$ cat src/rtl/mem_arbiter_n_pkg.sv
// rtl/mem_arbiter_n_pkg.sv - shared types and width helpers for the N-master memory arbiter
//
// Purpose: FSM state encoding and the width helpers used by the arbiter
// top and its winner picker.

package mem_arbiter_n_pkg;

    typedef enum logic [1:0] {
        ST_IDLE = 2'd0,
        ST_BUSY = 2'd1,
        ST_RESP = 2'd2
    } arb_state_t;

    // Width of a master index; a single master still needs one bit.
    function automatic int idx_width(input int n);
        return (n > 1) ? $clog2(n) : 1;
    endfunction

    // Width of the BUSY timeout counter; kept at least one bit when disabled.
    function automatic int tcnt_width(input int timeout);
        return (timeout > 0) ? $clog2(timeout + 1) : 1;
    endfunction

endpackage

$ cat src/rtl/mem_arbiter_n_rr_pick.sv
// rtl/mem_arbiter_n_rr_pick.sv - combinational fixed/round-robin winner picker
//
// Purpose: choose one requester out of N, either lowest index first or
// searching upward from the master after last_grant with wrap-around.
// Ports:
//   req        in   N       active requests
//   last_grant in   IDX_W   index of the previous winner
//   rr_mode    in   1       0 = fixed priority, 1 = round-robin
//   winner     out  N       one-hot winner, 0 when no request
//   winner_idx out  IDX_W   binary index of the winner
//   found      out  1       at least one request present

module mem_arbiter_n_rr_pick
    import mem_arbiter_n_pkg::*;
#(
    parameter int N     = 2,
    parameter int IDX_W = idx_width(N)
) (
    input  logic [N-1:0]     req,
    input  logic [IDX_W-1:0] last_grant,
    input  logic             rr_mode,
    output logic [N-1:0]     winner,
    output logic [IDX_W-1:0] winner_idx,
    output logic             found
);

    always_comb begin
        int start;
        int cand;
        winner     = '0;
        winner_idx = '0;
        found      = 1'b0;
        start      = 0;
        cand       = 0;
        if (rr_mode) begin
            start = int'(last_grant) + 1;
            if (start >= N) begin
                start = 0;
            end
        end
        // Walk candidates in priority order; the inner loop keeps every
        // vector index constant so no variable bit-select is needed.
        for (int i = 0; i < N; i++) begin
            cand = start + i;
            if (cand >= N) begin
                cand = cand - N;
            end
            for (int j = 0; j < N; j++) begin
                if (!found && j == cand && req[j]) begin
                    found      = 1'b1;
                    winner[j]  = 1'b1;
                    winner_idx = IDX_W'(j);
                end
            end
        end
    end

endmodule

$ cat src/rtl/mem_arbiter_n.sv
// rtl/mem_arbiter_n.sv - N-master to one-slave memory arbiter with wait states and timeout
//
// Purpose: arbitrate N bus masters onto one memory slave using a
// three-phase IDLE -> BUSY -> RESP protocol, fixed or round-robin priority,
// slave wait states and an optional BUSY timeout that answers with an error.
// Ports:
//   CLK, RESET      clock, synchronous active-high reset
//   m_htrans/haddr/hwrite/hwdata  per-master requests (packed, master i at slice i)
//   m_hrdata        shared read data; m_hready/m_herr one-cycle per-master pulses
//   grant           one-hot current owner; stall = any request not completing now
//   s_htrans/haddr/hwrite/hwdata  slave request; s_hrdata/s_hready slave response

module mem_arbiter_n
    import mem_arbiter_n_pkg::*;
#(
    parameter int N_MASTERS = 2,
    parameter int ADDR_W    = 64,
    parameter int DATA_W    = 64,
    parameter int RR_MODE   = 1,
    parameter int TIMEOUT   = 16
) (
    input  logic                          CLK,
    input  logic                          RESET,
    input  logic [N_MASTERS-1:0]          m_htrans,
    input  logic [N_MASTERS*ADDR_W-1:0]   m_haddr,
    input  logic [N_MASTERS-1:0]          m_hwrite,
    input  logic [N_MASTERS*DATA_W-1:0]   m_hwdata,
    output logic [DATA_W-1:0]             m_hrdata,
    output logic [N_MASTERS-1:0]          m_hready,
    output logic [N_MASTERS-1:0]          m_herr,
    output logic [N_MASTERS-1:0]          grant,
    output logic                          stall,
    output logic                          s_htrans,
    output logic [ADDR_W-1:0]             s_haddr,
    output logic                          s_hwrite,
    output logic [DATA_W-1:0]             s_hwdata,
    input  logic [DATA_W-1:0]             s_hrdata,
    input  logic                          s_hready
);

    localparam int IDX_W  = idx_width(N_MASTERS);
    localparam int TCNT_W = tcnt_width(TIMEOUT);
    localparam logic [TCNT_W-1:0] TO_LAST = TCNT_W'((TIMEOUT > 0) ? TIMEOUT - 1 : 0);
    localparam logic [IDX_W-1:0]  LAST_RST = IDX_W'(N_MASTERS - 1);

    arb_state_t             state;
    arb_state_t             next_state;
    logic [N_MASTERS-1:0]   grant_q;
    logic [IDX_W-1:0]       last_grant;
    logic                   err_q;
    logic [TCNT_W-1:0]      tcount;
    logic                   timeout_hit;

    logic [N_MASTERS-1:0]   pick_onehot;
    logic [IDX_W-1:0]       pick_idx;
    logic                   pick_found;
    logic [ADDR_W-1:0]      sel_addr;
    logic [DATA_W-1:0]      sel_wdata;
    logic                   sel_write;

    mem_arbiter_n_rr_pick #(
        .N     (N_MASTERS),
        .IDX_W (IDX_W)
    ) u_pick (
        .req        (m_htrans),
        .last_grant (last_grant),
        .rr_mode    (RR_MODE != 0),
        .winner     (pick_onehot),
        .winner_idx (pick_idx),
        .found      (pick_found)
    );

    // One-hot mux of the winning master's request fields.
    always_comb begin
        sel_addr  = '0;
        sel_wdata = '0;
        sel_write = 1'b0;
        for (int i = 0; i < N_MASTERS; i++) begin
            if (pick_onehot[i]) begin
                sel_addr  = m_haddr[i*ADDR_W +: ADDR_W];
                sel_wdata = m_hwdata[i*DATA_W +: DATA_W];
                sel_write = m_hwrite[i];
            end
        end
    end

    always_ff @(posedge CLK) begin
        if (RESET) begin
            state <= ST_IDLE;
        end else begin
            state <= next_state;
        end
    end

    always_comb begin
        next_state  = state;
        timeout_hit = 1'b0;
        case (state)
            ST_IDLE: begin
                if (pick_found) begin
                    next_state = ST_BUSY;
                end
            end
            ST_BUSY: begin
                // A real completion wins over a timeout landing in the same cycle.
                if (s_hready) begin
                    next_state = ST_RESP;
                end else if (TIMEOUT != 0 && tcount == TO_LAST) begin
                    timeout_hit = 1'b1;
                    next_state  = ST_RESP;
                end
            end
            ST_RESP: begin
                next_state = ST_IDLE;
            end
            default: begin
                next_state = ST_IDLE;
            end
        endcase
    end

    always_ff @(posedge CLK) begin
        if (RESET) begin
            grant_q    <= '0;
            last_grant <= LAST_RST;
            err_q      <= 1'b0;
            tcount     <= '0;
            m_hrdata   <= '0;
            s_haddr    <= '0;
            s_hwrite   <= 1'b0;
            s_hwdata   <= '0;
        end else begin
            case (state)
                ST_IDLE: begin
                    if (pick_found) begin
                        grant_q    <= pick_onehot;
                        last_grant <= pick_idx;
                        s_haddr    <= sel_addr;
                        s_hwrite   <= sel_write;
                        s_hwdata   <= sel_wdata;
                        err_q      <= 1'b0;
                        tcount     <= '0;
                    end
                end
                ST_BUSY: begin
                    if (s_hready) begin
                        m_hrdata <= s_hwrite ? '0 : s_hrdata;
                        err_q    <= 1'b0;
                    end else if (timeout_hit) begin
                        m_hrdata <= '0;
                        err_q    <= 1'b1;
                    end else begin
                        tcount <= tcount + TCNT_W'(1);
                    end
                end
                ST_RESP: begin
                    grant_q <= '0;
                end
                default: begin
                    grant_q <= '0;
                end
            endcase
        end
    end

    // Response pulses decode registered state only, so they cannot glitch.
    assign grant    = grant_q;
    assign m_hready = (state == ST_RESP) ? grant_q : '0;
    assign m_herr   = (state == ST_RESP && err_q) ? grant_q : '0;
    assign s_htrans = (state == ST_BUSY);
    assign stall    = |(m_htrans & ~m_hready);

endmodule

$ cat config.mk
export PLATFORM = sky130hd
export DESIGN_NAME = mem_arbiter_n
export DESIGN_NICKNAME = d
export VERILOG_FILES = /design/src/rtl/mem_arbiter_n_pkg.sv /design/src/rtl/mem_arbiter_n_rr_pick.sv /design/src/rtl/mem_arbiter_n.sv
export SDC_FILE = /design/constraint.sdc
export NUM_CORES = 1
export LEC_CHECK = 0
export BUFFER_PORTS_ARGS = -buffer_cell sky130_fd_sc_hd__buf_4
export CAP_MARGIN = 20
export CELL_PAD_IN_SITES_DETAIL_PLACEMENT = 1
export CELL_PAD_IN_SITES_GLOBAL_PLACEMENT = 1
export CORE_AREA = 2 2 205 207
export DETAILED_ROUTE_END_ITERATION = 16
export DIE_AREA = 0 0 207 209
export GPL_TIMING_DRIVEN = 0
export PLACE_DENSITY_LB_ADDON = 0.12
export SLEW_MARGIN = 0
export SYNTH_ARGS = -nofsm -noshare
export SYNTH_HDL_FRONTEND = slang
export SYNTH_HIERARCHICAL = 1
export SYNTH_SLANG_ARGS = --single-unit
$ cat constraint.sdc
create_clock -name CLK -period 3.1 [get_ports CLK]
set_clock_uncertainty 0.15 [all_clocks]
set_input_delay 0.465 -clock CLK [delete_from_list [all_inputs] [get_ports CLK]]
set_output_delay 0.465 -clock CLK [all_outputs]
set_load 0.1 [all_outputs]
==> qor.csv, run 1 <==
metric,value,unit
Final Cycle Share,81.0,%
first-pass GRT wire length,70.0,mm
Total GRT Usage,20.9,%
post-layout instance count excluding filler cells,2226,
Worst-path clk slew,60,ps
Clock Latency Late Sink,540,ps
post-synthesis sequential area ratio,48.1,%
fillcell total,5061,
Seq cells post-synth,204,
routed wire length,47.4,mm
PortBufs,526,
"Cell Area, Synth",8490,µm²
initial antenna violation count,6,
Cell Rows,75,
chip width,207,µm
Synth Warn #,6,
VDD IR max,0.374,mV
Hold Fails Final Rpt,0,
asr flop ratio synth,0,%
Post-Route Utilization,34.5,%
layout net count,1995,
final setup violation count,0,
Post-Syn Instances,1086,
post-route ant nets,0,
CTS Buffer Depth,3,
Avg Synthesized Cell Area,7.82,µm²
status,"finished, final reports clean",
PwrDens,607,nW/µm²
share of layout cells above drive strength 1,37.2,%
Vias/cell,4.70,
DP Cell Count,2151,
library cells used by synthesis,37,
area of the multi-input gates,3850,µm²
"Max FO, Critical Path",10,
Tightest Pin Transition,842,ps
register cell area after layout,4080,µm²
Hold Crit Class,primary input to flip-flop,
die area,43300,µm²
Placer Congestion,0.816,
vias,10500,
dpl hpwl,36.3,mm
Post-synth EDFFs,0,
# hold bufs at CTS,25,
Starting Density,20.6,%
critical path startpoint category,flip-flop,
Die Ht,209,µm
Detailed Routing Iterations Pass 1,5,
P_leak,0.00590,µW
fmax,398,MHz
core area,41300,µm²
pins over their slew limit,0,
hold wc startpoint,s_hrdata[16],
setup TNS,0,ps
WHS Endpoint,m_hrdata[16],
Area contributors post-synth,"dfxtp_1 (48%), nand3_1 (15%), a31oi_1 (9.5%)",
"Top FF cell, synth",dfxtp_1,
CP startpoint,state[1],
unrepaired setup endpoints after global routing,no,
Synth top area share,48.1,%
Critical Path Sink Type,primary output,
fin crit period,2510,ps
Critical R2R Launch,last_grant,
FF-to-FF End,s_haddr[52],
Syn Nets,1415,
Root Buffer,clkbuf_16,
CTS tree,yes,
Max Cap Viol,0,
Post-CTS Resized,0,
Yosys top cell by area,dfxtp_1,
r2r setup slk,710,ps
setup repair bufs after CTS,0,
DRT iter0 DRCs,481,
htree depth,1,
grt ovf,0,
drt wl/cell,21.3,µm
area growth from synthesis to layout,67.6,%
CP Class,flip-flop to primary output,
Clock Sinks,204,
FF-to-FF path depth,7,
TritonCTS buffer count,27,
critical path data required time,2480,ps
vias in the first global route,10900,
Cells on Worst Hold Path,3,
DR DRC count,0,
pin count of the biggest net entering global routing,13,
Critical Path AT,1900,ps
relative max-transition margin,43.9,%
I/O pin total,528,
## cell usage in the layout (no fill, tap or decap), drive strengths merged, types with 2 or more instances in the layout
cell type      n
a211oi         2
and2           2
o21ai         64
nand4b         2
clkinv         6
diode          3
a31oi        129
inv            5
nor3           4
ha             2
mux2i          2
nor2b          3
a21oi         71
buf          579
nand2b         4
nand2        194
dfxtp        204
nand3        262
clkbuf       104
dlygate4sd3   25
a22oi          2
and3           3
## Yosys cell counts (2+ instances only)
cell type,n
a211oi_1,2
nand3_1,262
clkbuf_1,65
and2_1,2
nor2b_1,3
buf_2,43
nand2b_1,3
o21ai_0,64
dfxtp_1,204
buf_6,6
inv_1,4
nand4b_1,2
mux2i_1,2
a21oi_1,71
a22oi_1,2
a31oi_1,129
and3_1,3
ha_1,2
nand2_1,194
buf_1,2
buf_4,2
nor3_1,4
## routing by layer
metal	wire, µm	vias up	GRT usage [%]
li1	-	5038	-
met1	19600	5022	25.5
met2	23100	345	35.6
met3	3630	59	6.37
met4	1070	4	5.67
met5	26	-	0
## where the power goes
| part | internal [µW] | switching [µW] |
|---|---|---|
| logic | 713 | 1970 |
| clock network | 1820 | 1260 |
| registers | 2790 | 95.7 |
## flip-flops by register name, summed over array words and instances (netlist names)
signal / count
last_grant: 1
state: 2
err_q: 1
s_hwrite: 1
tcount: 5
m_hrdata: 64
grant: 2
s_haddr: 64
s_hwdata: 64
## cell type report
class | count | area share, %
timing repair buffer | 551 | 29.5
antenna | 3 | 0.0527
inverter | 5 | 0.132
clock buffer | 39 | 5.49
multi-input combinational | 759 | 27.0
tap | 539 | 4.74
clock inverter | 8 | 0.501
buffer | 118 | 3.86
sequential | 204 | 28.7
## metrics by stage
stage	hold slack [ps]	worst slack, ps	power, µW	area, µm²
final	30.9	589	8630	14200
after global routing	17.2	436	9010	14200
after CTS	0.0384	528	8770	14200
after detailed placement	304	515	5610	13100
after global placement	303	514	5600	13100
after floorplan	282	52.6	4670	8500
## worst max-delay path: stages (launching register included)
cell and delay, ps:
dfxtp_1 310, buf_6 130, nand2b_1 220, buf_2 240, inv_2 130, buf_4 310
## how the worst max path moves through the flow
| stage | end | slack [ps] | depth (start not counted) |
|---|---|---|---|
| 6_report | s_htrans | 590 | 5 |
| 4_1_cts | s_htrans | 530 | 5 |
| 3_3_place_gp | s_haddr[52] | 510 | 8 |
| 5_1_grt | s_htrans | 440 | 4 |
| 3_5_place_dp | s_haddr[61] | 520 | 9 |
| 2_1_floorplan | stall | 50 | 2 |
## cells by family after synthesis
family / after synthesis / share of synthesized area [%]
AND/OR/NAND/NOR: 482 / 26.4
AO/OA/AOI/OAI: 272 / 18.2
flip-flops: 204 / 48.1
buffers and inverters: 123 / 6.69
multiplexers: 2 / 0.236
adder cells (fa/ha/maj): 2 / 0.295
other: 1 / 0.0442
Note: power is estimated with default switching activity, not from simulation.
==> run 2: changes to the inputs <==
- ABC_AREA: default -> 1
- CORE_AREA: 2 2 205 207 -> 2 2 232 166
- DIE_AREA: 0 0 207 209 -> 0 0 234 168
- clock period: 3.1 -> 2.2 ns (I/O delays scaled with it)
==> qor.csv, run 2 <==
metric,value,unit
Synth Warn #,6,
Synth top area share,44.5,%
"commonest cells after routing, fill and taps aside","nand2_1 (601), buf_4 (543), a21oi_1 (203), dfxtp_1 (199), nand3_1 (197)",
Total GRT Usage,22.3,%
critical path data required time,2490,ps
Hold Fails Final Rpt,0,
Root Buffer,clkbuf_16,
Clock Sinks,204,
Die Ht,168,µm
first-pass GRT wire length,68.5,mm
core area,37500,µm²
asr flop ratio synth,0,%
setup ws final,131,ps
library cells used by synthesis,21,
grt ovf,0,
"Cell Chain, Critical Path",ha_1 -> nand2_1 -> nor2_1 -> ha_1 -> inv_1 -> nand2_1 -> nand2_2 -> buf_4 -> buf_4 -> nand2_1 -> a21oi_1,
Critical Path AT,2350,ps
vias,11500,
biggest regs,"m_hrdata x64, s_haddr x64, s_hwdata x64",
Slowest cell on crit path,dfxtp_2,
fmax,483,MHz
"Top FF cell, synth",dfxtp_1,
Max Cap Viol,0,
VDD IR max,0.442,mV
DRT iter0 DRCs,428,
initial antenna violation count,2,
Post-Syn Instances,1363,
TritonCTS buffer count,23,
fillcell total,4710,
pin count of the biggest net entering global routing,14,
worst hold margin,23.5,ps
Area contributors post-synth,"dfxtp_1 (45%), nand2_1 (25%), a21oi_1 (11%)",
PwrDens,798,nW/µm²
Clock Latency Late Sink,510,ps
Crit path largest cell delay,350,ps
layout net count,2326,
setup TNS,0,ps
chip width,234,µm
Yosys top cell by area,dfxtp_1,
CTS Buffer Depth,3,
PortBufs,526,
Syn Nets,1692,
unrepaired setup endpoints after global routing,yes,
relative max-transition margin,57.9,%
routed wire length,45.4,mm
post-route ant nets,0,
Synth top cells by count,"nand2_1 (603), dfxtp_1 (204), a21oi_1 (203)",
Post-synth EDFFs,0,
Final Cycle Share,94.0,%
dpl hpwl,35.2,mm
CP Class,flip-flop to flip-flop,
vias in the first global route,12000,
Post-Route Utilization,41.3,%
Cell Rows,60,
die area,39300,µm²
I/O pin total,528,
"leading cell type in the layout, fill and taps excluded",nand2_1,
post-synthesis sequential area ratio,44.5,%
Hold Crit Class,primary input to flip-flop,
Vias/cell,4.57,
P_leak,0.00733,µW
Starting Density,24.5,%
Worst path most repeated cell,nand2_1,
Tightest Pin Transition,631,ps
"Cell Area, Synth",9170,µm²
"count leader, synth",nand2_1,
area growth from synthesis to layout,68.7,%
r2r setup slk,130,ps
pins over their slew limit,0,
Worst-path clk slew,70,ps
fin crit period,2070,ps
Critical Path Sink Type,flip-flop,
DP Worst Slack,-381,ps
status,"finished, final reports clean",
share of layout cells above drive strength 1,33.0,%
Seq cells post-synth,204,
final setup violation count,0,
Tot Pwr,12300,µW
htree depth,1,
Detailed Routing Iterations Pass 1,4,
Avg Synthesized Cell Area,6.73,µm²
critical path startpoint category,flip-flop,
"Max FO, Critical Path",10,
drt wl/cell,18.1,µm
Placer Congestion,0.839,
CTS tree,yes,
DR DRC count,0,
## run 2: logic make-up (layout without fill, tap and decap cells)
group | count (synthesis) | after routing | share of synthesized area (%)
compound gates | 209 | 209 | 11.4
fa+ha+maj | 2 | 2 | 0.273
buf+inv | 130 | 780 | 7.19
flops | 204 | 204 | 44.5
other cells | 1 | 3 | 0.0409
simple gates | 817 | 817 | 36.5
## run 2: final timing paths
| path | start | end | cells past startpoint |
|---|---|---|---|
| min reg2reg | s_haddr[45] | s_haddr[45] | 2 |
| max | tcount[0] | m_hrdata[36] | 11 |
| max reg2reg | tcount[0] | m_hrdata[36] | 11 |
| min | m_hwdata[0] | s_hwdata[0] | 5 |
## run 2: report_power, final
group / leakage [µW] / total (µW) / internal (µW) / switching [µW]
Clock: 0.000407 / 4230 / 2580 / 1650
Combinational: 0.00525 / 4050 / 1170 / 2880
Sequential: 0.00167 / 4060 / 3930 / 128
Total: 0.00733 / 12300 / 7680 / 4660
## run 2: worst max-delay path, delay by kind of cell (launching register included)
| kind | cells | cell delay (ps) |
|---|---|---|
| buffers and inverters | 3 | 450 |
| DFF | 1 | 350 |
| AOI/OAI and AO/OA | 1 | 150 |
| adders and majority gates | 2 | 400 |
| and+or+nand+nor | 5 | 490 |
## run 2: metrics by stage
step / std cells / instance area (µm²)
floorplan: 1363 / 9200
global placement: 2385 / 13800
detailed placement: 2385 / 13800
CTS: 2506 / 15400
global route: 2511 / 15500
finish: 2511 / 15500
## run 2: cell type report
cell class | instances | area [µm²] | area share [%]
timing repair buffer | 609 | 4780 | 30.9
sequential | 204 | 4090 | 26.4
antenna | 2 | 5.00 | 0.0324
multi-input combinational | 1029 | 4460 | 28.8
tap | 496 | 621 | 4.01
clock buffer | 29 | 658 | 4.25
buffer | 114 | 628 | 4.06
clock inverter | 12 | 165 | 1.07
inverter | 16 | 60.1 | 0.388
## run 2: what timing repair did
action / in CTS / in global routing
buffers inserted: 0 / 3
pin swaps: 0 / 1
endpoints found under the hold margin: 80 / 0
resized for setup: 3 / 22
endpoints found under the setup margin: 105 / 89
cloned: 0 / 0
hold buffers: 80 / 0
## run 2: metal layers
layer	routed length [µm]	track usage, %	share of wire [%]
met4	1960	8.48	4.3
met1	19100	27.5	42
met2	21700	38.0	48
met3	2670	4.71	5.9
met5	0	0	0
==> run 3: changes to the inputs <==
- CORE_AREA: 2 2 232 166 -> 2 2 203 205
- DIE_AREA: 0 0 234 168 -> 0 0 205 207
- HOLD_SLACK_MARGIN: default -> 0.08
==> qor.csv, run 3 (synthesis gave the netlist of run 2 again) <==
metric,value,unit
Critical Path AT,1630,ps
layout net count,2572,
status,"finished, final reports clean",
Critical Path End,s_htrans,
critical path data required time,1720,ps
CP startpoint,state[0],
Root Buffer,clkbuf_16,
internal power,8020,µW
Die Ht,207,µm
fin crit period,2110,ps
pins over their slew limit,0,
vias,12600,
switch share,37.6,%
Detailed Routing Iterations Pass 1,4,
DR DRC count,0,
Total GRT Usage,23.5,%
Tightest Pin Transition,654,ps
Critical R2R Launch,tcount[0],
"leading cell type in the layout, fill and taps excluded",nand2_1,
Placer Congestion,0.839,
FF-to-FF path depth,11,
DP Cell Count,2421,
Clock Latency Late Sink,540,ps
PortBufs,526,
Cell Rows,74,
Starting Density,22.7,%
relative max-transition margin,56.4,%
core area,40400,µm²
routed wire length,51.8,mm
r2r setup slk,150,ps
worst hold margin,110,ps
critical path startpoint category,flip-flop,
Sequential Power Share,31.6,%
drt wl/cell,18.5,µm
CTS Buffer Depth,3,
setup repair bufs after CTS,0,
Worst-path clk slew,60,ps
initial antenna violation count,4,
post-route ant nets,0,
I/O pin total,528,
fillcell total,5047,
first-pass GRT wire length,78.0,mm
Max Cap Viol,0,
Final Cycle Share,96.0,%
Gate power share,34.6,%
grt ovf,0,
CTS tree,yes,
Clock Sinks,204,
biggest regs,"m_hrdata x64, s_haddr x64, s_hwdata x64",
vias in the first global route,13900,
Hold Fails Final Rpt,0,
PwrDens,714,nW/µm²
htree depth,1,
final setup violation count,0,
unrepaired setup endpoints after global routing,yes,
P_leak,0.00836,µW
DRT iter0 DRCs,621,
Vias/cell,4.51,
die area,42400,µm²
Hold Crit Class,primary input to flip-flop,
FF-to-FF End,m_hrdata[54],
fmax,473,MHz
pin count of the biggest net entering global routing,14,
"Max FO, Critical Path",10,
VDD IR max,0.488,mV
post-layout instance count excluding filler cells,2798,
dpl hpwl,36.0,mm
CP Class,flip-flop to primary output,
TritonCTS buffer count,26,
share of layout cells above drive strength 1,29.3,%
"commonest cells after routing, fill and taps aside","nand2_1 (601), buf_4 (541), dlygate4sd3_1 (326), a21oi_1 (203), dfxtp_1 (199)",
Critical Path Sink Type,primary output,
P_sw,4840,µW
chip width,205,µm
share of total power in the clock network,33.8,%
area growth from synthesis to layout,96.5,%
## run 3: changes by cell type in the layout (fill, tap and decap cells not counted), sizes merged
cell,change
dlygate4sd3,+246
clkbuf,+11
diode,+2
bufinv,-2
buf,-5
clkinv,-1
## run 3: what timing repair did
action                                  CTS  global route
hold buffers                            326             0
hold endpoints to repair                196             0
endpoints found under the setup margin  106           153
gates resized for setup                   3            19
## run 3: final cells by class
| type | count | area [µm²] | share of cell area, % |
|---|---|---|---|
| clock inverters | 9 | 115 | 0.639 |
| plain buffers | 114 | 621 | 3.44 |
| multi-input cells | 1029 | 4470 | 24.8 |
| flip-flops and latches | 204 | 4090 | 22.7 |
| clock buffers | 38 | 766 | 4.25 |
| well taps | 532 | 666 | 3.69 |
| inverters | 16 | 60.1 | 0.333 |
| repair buffers | 852 | 7220 | 40.1 |
| diodes | 4 | 10.0 | 0.0556 |
## run 3: how the worst min path moves through the flow
stage / endpoint / depth (start not counted) / startpoint / slack (ps)
3_3_place_gp: m_hrdata[8] / 2 / m_hrdata[8] / 300
3_5_place_dp: m_hrdata[10] / 2 / m_hrdata[10] / 310
4_1_cts: grant[1] / 5 / m_htrans[1] / 90
5_1_grt: s_haddr[1] / 5 / m_haddr[1] / 100
6_report: s_haddr[1] / 5 / m_haddr[1] / 110
2_1_floorplan: err_q / 2 / err_q / 290
## run 3: power by group through the flow
stage,Combinational [µW],Clock (µW),Sequential [µW]
after floorplan,1020,0,5730
after global placement,3900,0,4130
after detailed placement,3920,0,4140
final,4440,4350,4070
after CTS,4420,4500,4070
after global routing,4700,4650,4100
## run 3: worst max-delay path, cell delays in order (launching register included)
cell	delay, ps
dfxtp_1	340
inv_2	80
nor2_4	180
clkbuf_4	260
buf_8	220
## run 3: layer usage
layer	part of all wire (%)	GRT usage, %	routed length, µm	vias to the layer above
met5	0	0	0	-
li1	-	-	-	6186
met2	49	41.8	25500	410
met1	39	26.4	20400	5894
met4	4.9	11.0	2510	0
met3	6.6	5.21	3400	128
## run 3: metrics by stage
stage | utilization, % | setup TNS (ps) | total power, µW | instance area (µm²) | setup WS, ps
after floorplan | - | 0 | 6750 | 9200 | 7.69
after global placement | 34.2 | -34180 | 8040 | 13800 | -406
after detailed placement | 34.2 | -39690 | 8070 | 13800 | -464
after CTS | 44.5 | 0 | 13000 | 18000 | 8.69
after global routing | 44.6 | -8.55 | 13400 | 18000 | -4.33
final | 44.6 | 0 | 12900 | 18000 | 87.8
